<file path="src/rtl/rst_seq_ctrl.sv">
// rst_seq_ctrl: reset release sequencer.
// A start pulse, or a software re-sequence request, releases NUM_STAGES
// active-low resets one at a time. Releases are spaced STAGE_DLY cycles apart.
// When the last stage is released the block raises a completion level and a
// one-cycle interrupt pulse.
// Optional macro RST_SEQ_ACK_EN: after each release the sequencer waits for
// stage_ack[idx], or for an ACK_TMO-cycle timeout that sets a sticky
// timeout_err flag, before it moves on.
module rst_seq_ctrl #(
    parameter int NUM_STAGES = 4,
    parameter int DLY_W      = 8,
    parameter int STAGE_DLY  = 16,
    parameter int ACK_TMO    = 255
) (
    input  logic                  clk,
    input  logic                  rst,
    input  logic                  start,
    input  logic                  soft_req,
    input  logic [NUM_STAGES-1:0] stage_ack,
    output logic [NUM_STAGES-1:0] stage_rstn,
    output logic                  busy,
    output logic                  seq_done,
    output logic                  seq_irq,
    output logic                  timeout_err
);

    localparam int IDX_W = (NUM_STAGES > 1) ? $clog2(NUM_STAGES) : 1;
    localparam logic [DLY_W-1:0] DLY_LAST = DLY_W'(STAGE_DLY - 1);
    localparam logic [IDX_W-1:0] IDX_LAST = IDX_W'(NUM_STAGES - 1);

    // Parameters outside their legal range stop elaboration.
    generate
        if (NUM_STAGES < 1 || NUM_STAGES > 16) begin : g_bad_num_stages
            $error("rst_seq_ctrl: NUM_STAGES must be 1..16");
        end
        if (DLY_W < 1 || DLY_W > 31) begin : g_bad_dly_w
            $error("rst_seq_ctrl: DLY_W must be 1..31");
        end
        if (STAGE_DLY < 1 || STAGE_DLY > (2**DLY_W) - 1) begin : g_bad_stage_dly
            $error("rst_seq_ctrl: STAGE_DLY must be 1..2**DLY_W-1");
        end
        if (ACK_TMO < 1 || ACK_TMO > (2**DLY_W) - 1) begin : g_bad_ack_tmo
            $error("rst_seq_ctrl: ACK_TMO must be 1..2**DLY_W-1");
        end
    endgenerate

    typedef enum logic [1:0] {
        IDLE     = 2'd0,
        DELAY    = 2'd1,
        WAIT_ACK = 2'd2,
        DONE     = 2'd3
    } state_t;

    state_t                  state_reg, state_next;
    logic [DLY_W-1:0]        cnt_reg, cnt_next;
    logic [IDX_W-1:0]        idx_reg, idx_next;
    logic [NUM_STAGES-1:0]   stage_rstn_reg, stage_rstn_next;
    logic                    busy_reg, busy_next;
    logic                    done_reg, done_next;
    logic                    irq_reg, irq_next;
    logic                    tmo_reg, tmo_next;

    // One-hot mask of the stage currently being sequenced.
    logic [NUM_STAGES-1:0]   cur_mask;

    genvar gi;
    generate
        for (gi = 0; gi < NUM_STAGES; gi++) begin : g_cur_mask
            assign cur_mask[gi] = (idx_reg == IDX_W'(gi));
        end
    endgenerate

`ifdef RST_SEQ_ACK_EN
    localparam logic [DLY_W-1:0] TMO_LAST = DLY_W'(ACK_TMO - 1);
    // Acknowledge of the stage that was just released.
    logic ack_sel;
    assign ack_sel = |(stage_ack & cur_mask);
`else
    // Acks are not used in this build; fold them into a dummy net.
    logic unused_ack;
    assign unused_ack = ^stage_ack;
`endif

    // State and registered outputs; rst has priority over everything.
    always_ff @(posedge clk) begin
        if (rst) begin
            state_reg      <= IDLE;
            cnt_reg        <= '0;
            idx_reg        <= '0;
            stage_rstn_reg <= '0;
            busy_reg       <= 1'b0;
            done_reg       <= 1'b0;
            irq_reg        <= 1'b0;
            tmo_reg        <= 1'b0;
        end else begin
            state_reg      <= state_next;
            cnt_reg        <= cnt_next;
            idx_reg        <= idx_next;
            stage_rstn_reg <= stage_rstn_next;
            busy_reg       <= busy_next;
            done_reg       <= done_next;
            irq_reg        <= irq_next;
            tmo_reg        <= tmo_next;
        end
    end

    // Next-state logic: soft_req restarts from any state, otherwise walk the stages.
    always_comb begin
        state_next      = state_reg;
        cnt_next        = cnt_reg;
        idx_next        = idx_reg;
        stage_rstn_next = stage_rstn_reg;
        busy_next       = busy_reg;
        done_next       = done_reg;
        irq_next        = 1'b0;
        tmo_next        = tmo_reg;

        if (soft_req) begin
            state_next      = DELAY;
            cnt_next        = '0;
            idx_next        = '0;
            stage_rstn_next = '0;
            busy_next       = 1'b1;
            done_next       = 1'b0;
            tmo_next        = 1'b0;
        end else begin
            case (state_reg)
                IDLE: begin
                    if (start) begin
                        state_next = DELAY;
                        cnt_next   = '0;
                        idx_next   = '0;
                        busy_next  = 1'b1;
                    end
                end
                DELAY: begin
                    if (cnt_reg == DLY_LAST) begin
                        stage_rstn_next = stage_rstn_reg | cur_mask;
                        cnt_next        = '0;
`ifdef RST_SEQ_ACK_EN
                        state_next      = WAIT_ACK;
`else
                        if (idx_reg == IDX_LAST) begin
                            state_next = DONE;
                            busy_next  = 1'b0;
                            done_next  = 1'b1;
                            irq_next   = 1'b1;
                        end else begin
                            idx_next = idx_reg + 1'b1;
                        end
`endif
                    end else begin
                        cnt_next = cnt_reg + 1'b1;
                    end
                end
`ifdef RST_SEQ_ACK_EN
                WAIT_ACK: begin
                    if (ack_sel || cnt_reg == TMO_LAST) begin
                        // A timeout advances exactly like an ack but leaves a sticky flag.
                        if (!ack_sel) begin
                            tmo_next = 1'b1;
                        end
                        cnt_next = '0;
                        if (idx_reg == IDX_LAST) begin
                            state_next = DONE;
                            busy_next  = 1'b0;
                            done_next  = 1'b1;
                            irq_next   = 1'b1;
                        end else begin
                            idx_next   = idx_reg + 1'b1;
                            state_next = DELAY;
                        end
                    end else begin
                        cnt_next = cnt_reg + 1'b1;
                    end
                end
`endif
                DONE: begin
                    state_next = DONE;
                end
                default: begin
                    state_next = IDLE;
                end
            endcase
        end
    end

    // Output logic: every port comes straight from a register.
    always_comb begin
        stage_rstn = stage_rstn_reg;
        busy       = busy_reg;
        seq_done   = done_reg;
        seq_irq    = irq_reg;
`ifdef RST_SEQ_ACK_EN
        timeout_err = tmo_reg;
`else
        timeout_err = 1'b0;
`endif
    end

`ifndef RST_SEQ_ACK_EN
    // The timeout flag is never set in this build.
    logic unused_tmo;
    assign unused_tmo = tmo_reg;
`endif

endmodule

</file>
<file path="config.mk">
export PLATFORM = sky130hd
export DESIGN_NAME = rst_seq_ctrl
export DESIGN_NICKNAME = d
export VERILOG_FILES = /design/src/rtl/rst_seq_ctrl.sv
export SDC_FILE = /design/constraint.sdc
export NUM_CORES = 1
export LEC_CHECK = 0
export ABC_AREA = 1
export BUFFER_PORTS_ARGS = -buffer_cell sky130_fd_sc_hd__buf_2
export CAP_MARGIN = 0
export CORE_MARGIN = 2
export CORE_UTILIZATION = 35
export CTS_BUF_LIST = sky130_fd_sc_hd__clkbuf_2
export CTS_CLUSTER_SIZE = 25
export DETAILED_ROUTE_END_ITERATION = 10
export PLACE_DENSITY_LB_ADDON = 0.15
export SYNTH_ARGS = -nofsm -noshare
export SYNTH_HDL_FRONTEND = slang
export SYNTH_SLANG_ARGS = --single-unit
</file>
<file path="constraint.sdc">
create_clock -name clk -period 2.3 [get_ports clk]
set_input_delay 0.69 -clock clk [delete_from_list [all_inputs] [get_ports clk]]
set_output_delay 0.69 -clock clk [all_outputs]
set_load 0.005 [all_outputs]
</file>
### After elaboration in Yosys (flattened, before gate mapping)

Index checks and enable logic that the tools add are counted.

* flip-flop bits (word level): 19
* logic and storage cells: 57

* $add $sub $neg: 2
* eq/ne operators: 13
* multiplexer cells: 18
* bitwise operators: 3
* reduce and logical (&&, ||, !) cells: 13

Operators with widths (count)
* 8-bit two-way mux: 2
* 8-bit one-hot mux with 2 select lines: 1
* 2-bit two-way mux: 6
* 3-bit != test (second input constant): 3
* 3-bit AND reduction: 3
* 8-bit by 1-bit adder with 8-bit output (second input constant): 1
* 8-bit by 4-bit == test with 1-bit output (second input constant): 1
* 2-bit != test (second input constant): 4
* 4-bit AND reduction: 2
* 2-bit == test (second input constant): 3
* 1-bit two-way mux: 6
* 2-bit one-hot mux with 3 select lines: 1
* 2-bit by 1-bit == test with 1-bit output (second input constant): 2
* 2-bit logical NOT: 2
* 4-bit OR: 1
* 2-bit one-hot mux with 2 select lines: 1
* 2-bit AND reduction: 2
* 4-bit OR reduction: 1
* 3-bit nonzero test: 1
* 2-bit by 1-bit adder with 2-bit output (second input constant): 1
* 1-bit NOT: 2
* 1-bit one-hot mux with 2 select lines: 1
* 2-bit nonzero test: 1
* 2-bit OR reduction: 1

### Depth between registers and ports, before layout

* word-level depth: 5
* gate-level depth with buffers: 7
* depth with buffers taken out: 7

### Worst setup path before layout

OpenSTA, ideal clock, no wires.

* path type: input to register
* from: input rst
* to: register done_reg (netlist: seq_done)
* setup time: 70 ps
* data arrival time: 1275 ps
* slack: 955 ps
* cell stages on the path: 3
* buffers on the path: 0
* cell sequence: nor2_2 -> clkinv_1 -> o21ai_1

* cells in the longest elaborated chain, start to end: 1

Ends and longest elaborated chain
* start, declared: RTL line 16 `input logic rst,`
* 2-bit OR reduction (no source line)
* end signal, assigned: RTL line 101 `done_reg <= done_next;`
* end, declared: RTL line 59 `logic done_reg, done_next;`

Every way passes these cells.
A chain may end at the register's enable or synchronous reset.

### Worst setup path in the final report

* from: register stage_rstn_reg[3] (netlist: stage_rstn[3])
* to: output stage_rstn[3]

RTL lines
* start, declared: RTL line 57 `logic [NUM_STAGES-1:0] stage_rstn_reg, stage_rstn_next;`
* start signal, assigned: RTL line 99 `stage_rstn_reg <= stage_rstn_next;`
* end, declared: RTL line 20 `output logic [NUM_STAGES-1:0] stage_rstn,`

No word-level cell between the ends.

==> run summary <==
Netlist cell types: 25
Post-CTS Setup Repair Bufs: 0
hold-fix buffer count after cts: 0
Avg WL per Cell: 10.4 microns
Residual DRC: 0
largest net degree at the start of global routing: 11
mapped cell area: 958 sq um
FFs w/ async S/R, synth: 0%
status: finished clean
vias per inst: 4.81
floorplan row count: 18
number of flip-flops in the largest register: 8
post_cts resized: 0
TNS Setup: 0 ns
unrepaired setup endpoints after global routing: false
Post-Syn Nets: 140
data required time of the critical path: 1.61 ns
crit path DAT: 0.79 ns
first-pass GRT wire length: 3.16 mm
crit end category: primary output
Core Box Area: 0.00254 sq mm
Die Y: 56.3 microns
WS Path Type: register to primary output
Slew Limit Fails: 0
type of origin of the critical path: register
num ports: 16
vias in the first global route: 777
Hold/Removal Path Class: register to register
critical path's top delay family: flip-flops
Ant. Diodes: 0
Starting Density: 37.7%
Cells after Synth: 127
Post-DRT Antenna Nets: 0
Buf/Inv on CP: 1
TritonCTS clock tree: yes
latest clock arrival within the worst-skew pair: 0.30 ns
CTS H-tree lvls: 1
Bufs on Longest Clock Path: 2
static leakage power: 0.000485 uW
crit path max-delay cell type: dfxtp_1
clock sinks: 19
crit-path max cell delay: 0.37 ns
Seq/Total Area, Yosys: 39.7%
met1 Use GR: 13.4%
fillers: 282
cts bufs inserted: 3
GR Util met3: 4.15%
share of post-route cells with drive strength above 1: 19.1%
worst-case vdd ir drop: 304 uV
worst-path cell chain: buf_2
CTS Root Cell: clkbuf_2
Ys Warns: 0
Vias: 823
Fin. Hold Viols: 0
period utilization: 64.3%
Yosys reg bits: 19
GRT Max-Usage Layer: met2
WHS: 0.457 ns
skew final: 0.00160 ns
most frequent cells in the layout: nand2_1, inv_1, dfxtp_1
mean post-synth cell area: 7.55 sq um
Post-synth EDFFs: 0
pre-CTS setup slack: 0.702 ns
most common cell after layout, fill and taps aside: nand2_1
CTS clk-pin slew, worst paths: 0.18 ns
ys flop type: dfxtp_1
total track usage: 12.4%
area grow syn2layout: 11.2%
min Tclk post-route: 1.48 ns
grt total ovfl: 0
power per cell area: 513 mW/mm^2
Max Cap Violations: 0
NumNets Final: 155
Crit Path Max Fanout: 2
DP HPWL: 1.45 mm
initial antenna violation count: 0
total power: 546 uW
Setup Viol. Count Final: 0
final WL: 1.78 mm
met2 GRT Util: 23.4%
fmax: 0.677 GHz
Die W: 56.3 microns
first-iteration detailed-routing DRC count: 24
routability cong.: 0.721
Detailed Routing Iterations Pass 1: 4
port bufs: 10
die area: 0.00317 sq mm
setup ws final: 0.822 ns
-- Yosys cell counts (3+ instances only) --
library cell | n | area share [%]
dfxtp_1 | 19 | 40
inv_1 | 19 | 7.4
nor2_2 | 3 | 2.0
nand2_1 | 29 | 11
a21oi_1 | 13 | 6.8
nand2_2 | 4 | 2.6
nand3_1 | 4 | 2.1
o21ai_0 | 3 | 1.6
nor2_1 | 9 | 3.5
nand4_1 | 3 | 2.0
ha_1 | 5 | 6.5
o21ai_1 | 3 | 1.6
-- logic make-up after synthesis --
logic type | synth area share, %
compound gates | 13.6
fa+ha+maj | 6.53
buf+inv | 8.62
flops | 39.7
other cells | 0.391
simple gates | 31.2
-- report_power, final --
part / internal, uW / switching [uW] / total, uW
Sequential: 335 / 4.40 / 340
Clock: 46.1 / 104 / 150
Combinational: 20.3 / 36.5 / 56.8
Total: 402 / 145 / 546
-- through the flow --
stage               utilization (%)  instance area, sq um  instances
finish                         41.9                  1070        171
global route                   41.9                  1070        171
CTS                            41.9                  1070        171
detailed placement             41.1                  1050        167
global placement               41.1                  1050        167
floorplan                         -                   958        127
-- area by class of cell --
cell class	instances	area, sq um	area share (%)
Sequential cell	19	380	35.7
Tap cell	30	37.5	3.52
Inverter	20	75.1	7.04
Multi-Input combinational cell	87	495	46.5
Timing Repair Buffer	11	57.6	5.40
Clock buffer	4	20.0	1.88
-- layer usage --
metal | vias up | part of all wire [%]
met5 | - | 0
met4 | 0 | 0.56
met3 | 2 | 3.2
met2 | 11 | 50
met1 | 374 | 47
li1 | 436 | -
-- worst register-to-register path, stage by stage (launching register included) --
cell and delay, ns:
dfxtp_1 0.39, ha_1 0.25, nand3_4 0.14, nor3_4 0.26, nand2_2 0.12, nand2_1 0.08, a21oi_1 0.05
-- path summary, 6_finish.rpt --
| kind | from | to | slack (ns) | cells past startpoint |
|---|---|---|---|---|
| setup / recovery | stage_rstn[3] | stage_rstn[3] | 0.82 | 1 |
| hold / removal | stage_rstn[1] | stage_rstn[1] | 0.46 | 2 |
| setup reg to reg | cnt_reg[1] | busy | 0.93 | 6 |
| hold reg to reg | stage_rstn[1] | stage_rstn[1] | 0.46 | 2 |
No activity file was read; power rests on OpenSTA's default activity.
